<file path="src/rtl/serial_add_ctrl.sv">
// serial_add_ctrl
// Bit-serial adder controller. It accepts two WIDTH-bit operands plus a
// carry-in, then walks them LSB first through an external 1-bit full adder.
// It takes one bit per clock and collects the sum bits and the final carry.
// The result is held in DONE until the consumer takes it.
module serial_add_ctrl #(
    parameter int WIDTH = 4
) (
    input  logic             clk_i,
    input  logic             rst_ni,
    input  logic             clear_i,
    // operand request
    input  logic             in_valid_i,
    output logic             in_ready_o,
    input  logic [WIDTH-1:0] a_i,
    input  logic [WIDTH-1:0] b_i,
    input  logic             cin_i,
    // external full adder
    output logic             fa_en_o,
    output logic             fa_a_o,
    output logic             fa_b_o,
    output logic             fa_c_o,
    input  logic             fa_s_i,
    input  logic             fa_c_i,
    // result
    output logic             out_valid_o,
    input  logic             out_ready_i,
    output logic [WIDTH-1:0] sum_o,
    output logic             cout_o,
    output logic             busy_o
);

    // The bit index only has to reach WIDTH-1. Keep it at least one bit wide.
    localparam int IDX_W = (WIDTH > 1) ? $clog2(WIDTH) : 1;
    localparam logic [IDX_W-1:0] LAST_IDX = IDX_W'(WIDTH - 1);

    typedef enum logic [1:0] {
        IDLE = 2'd0,
        RUN  = 2'd1,
        DONE = 2'd2
    } state_e;

    state_e             state_q, state_d;
    logic [WIDTH-1:0]   a_q, a_d;
    logic [WIDTH-1:0]   b_q, b_d;
    logic [WIDTH-1:0]   sum_q, sum_d;
    logic               carry_q, carry_d;
    logic [IDX_W-1:0]   idx_q, idx_d;

    logic               accept;
    logic               in_run;

    // Handshake decode. Clear beats a new request in the same cycle.
    always_comb begin
        in_run     = (state_q == RUN);
        in_ready_o = (state_q == IDLE);
        accept     = in_ready_o && in_valid_i && !clear_i;
    end

    // Next-state logic and datapath updates. Every target starts from a hold default.
    always_comb begin
        state_d = state_q;
        a_d     = a_q;
        b_d     = b_q;
        sum_d   = sum_q;
        carry_d = carry_q;
        idx_d   = idx_q;

        if (clear_i) begin
            // Abort the operation. Keep sum/carry as they are, so the last
            // visible result is not disturbed by the abort itself.
            state_d = IDLE;
        end else begin
            case (state_q)
                IDLE: begin
                    if (accept) begin
                        a_d     = a_i;
                        b_d     = b_i;
                        carry_d = cin_i;
                        idx_d   = '0;
                        state_d = RUN;
                    end
                end
                RUN: begin
                    // One bit per edge. The adder result comes back combinationally.
                    sum_d[idx_q] = fa_s_i;
                    carry_d      = fa_c_i;
                    if (idx_q == LAST_IDX) begin
                        idx_d   = '0;
                        state_d = DONE;
                    end else begin
                        idx_d   = idx_q + 1'b1;
                    end
                end
                DONE: begin
                    // Leave on the handshake edge. No new accept is taken
                    // until the next cycle, when IDLE raises in_ready_o.
                    if (out_ready_i) begin
                        state_d = IDLE;
                    end
                end
                default: begin
                    state_d = IDLE;
                end
            endcase
        end
    end

    // State and datapath registers. Asynchronous reset clears everything.
    always_ff @(posedge clk_i or negedge rst_ni) begin
        if (!rst_ni) begin
            state_q <= IDLE;
            a_q     <= '0;
            b_q     <= '0;
            sum_q   <= '0;
            carry_q <= 1'b0;
            idx_q   <= '0;
        end else begin
            state_q <= state_d;
            a_q     <= a_d;
            b_q     <= b_d;
            sum_q   <= sum_d;
            carry_q <= carry_d;
            idx_q   <= idx_d;
        end
    end

    // Adder drive comes from registered state only. It is forced to zero outside RUN.
    always_comb begin
        fa_en_o = in_run;
        fa_a_o  = in_run & a_q[idx_q];
        fa_b_o  = in_run & b_q[idx_q];
        fa_c_o  = in_run & carry_q;
    end

    // Result and status outputs. sum/cout keep the last result after it is consumed.
    always_comb begin
        out_valid_o = (state_q == DONE);
        busy_o      = (state_q != IDLE);
        sum_o       = sum_q;
        cout_o      = carry_q;
    end

endmodule

</file>
<file path="config.mk">
export PLATFORM = sky130hd
export DESIGN_NAME = serial_add_ctrl
export DESIGN_NICKNAME = d
export VERILOG_FILES = /design/src/rtl/serial_add_ctrl.sv
export SDC_FILE = /design/constraint.sdc
export NUM_CORES = 1
export LEC_CHECK = 0
export CAP_MARGIN = 20
export CORE_MARGIN = 2
export CORE_UTILIZATION = 47
export CTS_BUF_LIST = sky130_fd_sc_hd__clkbuf_4 sky130_fd_sc_hd__clkbuf_8 sky130_fd_sc_hd__clkbuf_16
export DETAILED_ROUTE_END_ITERATION = 6
export PLACE_DENSITY = 0.81
export RECOVER_POWER = 25
export SYNTH_ARGS = -nofsm -noshare
export SYNTH_HDL_FRONTEND = slang
export SYNTH_SLANG_ARGS = --single-unit
</file>
<file path="constraint.sdc">
create_clock -name clk_i -period 2.8 [get_ports clk_i]
set_clock_uncertainty 0.2 [all_clocks]
set_input_delay 0.56 -clock clk_i [delete_from_list [all_inputs] [get_ports clk_i]]
set_output_delay 0.56 -clock clk_i [all_outputs]
set_load 0.01 [all_outputs]
</file>
==> summary.md <==
| Metric | Value |
|---|---|
| Simple-gate portion of the synthesized area | 0.133 |
| Synth cell types | 19 |
| Seq cells post-synth | 17 |
| Row cnt | 15 |
| Crit path kind | reg2out |
| Sequential area share after synthesis | 0.509 |
| Clock share of power | 0.170 |
| P_sw | roughly 220 uW |
| Top FF cell, synth | dfrtp_1 |
| Via count | between 500 and 600 |
| Synth Area in Adders | 0.0599 |
| CTS root buf | clkbuf_4 |
| Most frequent cell after synthesis | dfrtp_1 |
| Crit path max fanout | 5 |
| Setup Viol. Count Final | 0 |
| Crit end category | output port |
| Wire length on met2 | around 800 um |
| CTS clk-pin slew, worst paths | 0.09 ns |
| Required time worst endpoint | 2.04 ns |
| Remaining antenna violation count | 0 |
| Total gr overflow | 0 |
| Mean post-synth cell area | between 10 and 15 sq um |
| Top post-synthesis cells by area | dfrtp_1 (51%), mux2_2 (19%), ha_1 (6.0%) |
| Cts hold-fix bufs | 0 |
| Final nets | 115 |
| Worst-Margin Slew | roughly 0.76 ns |
| Post-synth top area share | 0.509 |
| Largest net degree at the start of global routing | 18 |
| P_int | slightly below 600 uW |
| Final Critical Period | roughly 2.7 ns |
| Tot Pwr | ~800 uW |
| RSZ-0062 raised after global routing | false |
| Syn nets | 83 |
| Comb pwr share | 0.375 |
| Met3 routed WL | 91 um |
| I/O pin count | 28 |
| Max cap viols | 0 |
| Pleak | 0.000502 uW |
| Routability cong. | about 0.7 |
| Post-CTS Resized | 0 |
| WL/cell | 12.5 um |
| Most instantiated cells after synthesis | dfrtp_1 (17), mux2_2 (14), nand2_1 (5), ha_1 (4) |
| TritonCTS clock tree | done |
| CTS Buf Count | 3 |
| Die height | approximately 46 um |
| Yosys warns | 0 |
| Count of buffers from port buffering | 27 |
| Deepest clock path buffer count | 2 |
| Layout cells sized above 1 | 0.266 |
| Post-CTS Setup Bufs | 0 |
| Post-Syn Instances | 63 |
| Met1 wire length | 601 um |
| Switching Share | 0.277 |
| Clock sink count | 17 |
| CP arrival | 1.92 ns |
| Synthesis-to-layout area growth | 40.1% |
| Die area | 0.00213 sq mm |
| Crit share post-route | 0.957 |
| Global-route wire length before repair | about 2600 um |
| Final hold slack | around 0.31 ns |
| Fmax achieved | around 370 MHz |
| Critical Path Start Type | flip-flop |
| Core Area | roughly 0.0017 sq mm |
| Power per Cell Area | 681 mW/mm^2 |
| Post-Synth XOR/XNOR Area | 0 |
| Slew headroom | 0.492 |
| Cells after DPL | between 100 and 150 |
| Hold Fails Final Rpt | 0 |
| Post-synth EDFFs | 0 |
| Mux share of post-synthesis cell area | 0.266 |
| DPL Wire Length | between 1000 and 1500 um |
| Synth area leader | dfrtp_1 |
| Async set-or-reset flop fraction in the synthesized netlist | 1.00 |
| Starting Density | 0.489 |
| Die width | 46.2 um |
| Final Max Slew Viols | 0 |
| # H-tree levels | 1 |
| Worst vdd ir | around 460 uV |
| Main combinational cell family by area after synthesis | multiplexers |
| Vias/cell | 4.78 |
| Initial DRC Count | 4 |
| Status | completed |
| Clock Latency Late Sink | 0.28 ns |
| Seq pwr share | 0.455 |
| Tot GR Track Use | 0.171 |
| Worst hold path type | reg2reg |
| Residual DRC | 0 |
| Post-Route WL | roughly 1500 um |
| Antenna cell count | 0 |
| Post-synthesis compound-gate area fraction | 0.00898 |
| Cell Area, Synth | around 840 sq um |
| DRT Pass-1 Iters | 3 |
| Top routing layer used | met4 |
| Finished Layout Cells | 119 |
| Vias in the first global route | 571 |
| Initial antenna violation count | 0 |
| Setup TNS | 0 ns |
-- cell type report --
cell class / instances / area [sq um]
tap: 25 / 31.3
clock buffer: 4 / 30.0
sequential: 17 / 425
timing repair buffer: 28 / 278
fill: 137 / 537
multi-input combinational: 41 / 392
inverter: 4 / 15.0
-- critical path, cell delays in order (launching register included) --
cell             delay, ns
dfrtp_1               0.48
mux4_2                0.52
and2_1                0.17
clkdlybuf4s50_1       0.47
-- flip-flops by register name, indices dropped and copies added (netlist names) --
signal / flops
state_q: 2
b_q: 4
sum_o: 4
idx_q: 2
a_q: 4
cout_o: 1
-- logic make-up (layout without fill, tap and decap cells) --
group,count (synthesis),count (layout)
adder cells (fa/ha/maj),4,4
AO/OA/AOI/OAI,1,1
flip-flops,17,17
buffers and inverters,5,36
AND/OR/NAND/NOR,18,18
multiplexers,18,18
-- power groups by stage --
stage | Clock (uW) | Combinational (uW) | Sequential [uW]
after floorplan | 0 | 147 | 373
after global placement | 0 | 297 | 366
after detailed placement | 0 | 303 | 371
after CTS | 142 | 304 | 365
after global routing | 149 | 328 | 377
final | 136 | 299 | 363
-- path summary, 6_finish.rpt --
path | slack (ns) | cells after the start | startpoint | end
max | 0.12 | 3 | idx_q[0]$_DFFE_PN0P_ | fa_a_o
min | 0.31 | 1 | b_q[2]$_DFFE_PN0P_ | b_q[2]$_DFFE_PN0P_
max reg2reg | 0.90 | 3 | idx_q[0]$_DFFE_PN0P_ | idx_q[0]$_DFFE_PN0P_
min reg2reg | 0.31 | 1 | b_q[2]$_DFFE_PN0P_ | b_q[2]$_DFFE_PN0P_
max in group asynchronous | 1.34 | 1 | rst_ni | cout_o$_DFFE_PN0P_
min in group asynchronous | 0.59 | 1 | rst_ni | sum_o[3]$_DFFE_PN0P_
-- per-layer routing --
layer / track usage / up-vias
met5: 0 / -
met4: 0.0514 / 0
met3: 0.0275 / 2
met2: 0.297 / 18
met1: 0.218 / 272
li1: - / 277
-- through the flow --
stage | cell area (sq um) | worst slack (ns) | utilization
6_report | 1170 | 0.120 | 0.686
5_1_grt | 1170 | 0.0479 | 0.686
4_1_cts | 1170 | 0.0952 | 0.686
3_5_place_dp | 1140 | 0.426 | 0.668
3_3_place_gp | 1140 | 0.445 | 0.668
2_1_floorplan | 836 | 0.933 | -
-- cells in the final DEF, fill, tap and decap left out --
cell type,n
a22oi_1,1
and2_1,3
buf_4,1
clkbuf_4,4
clkdlybuf4s50_1,26
dfrtp_1,17
dlygate4sd3_1,1
ha_1,4
inv_1,3
inv_2,1
mux2_2,14
mux2i_1,2
mux4_2,2
nand2_1,5
nand2b_1,1
nor2_1,2
nor2_2,1
nor2b_1,2
nor3_1,1
nor3b_1,1
nor3b_4,1
or4b_2,1
No activity file was read; power rests on OpenSTA's default activity.
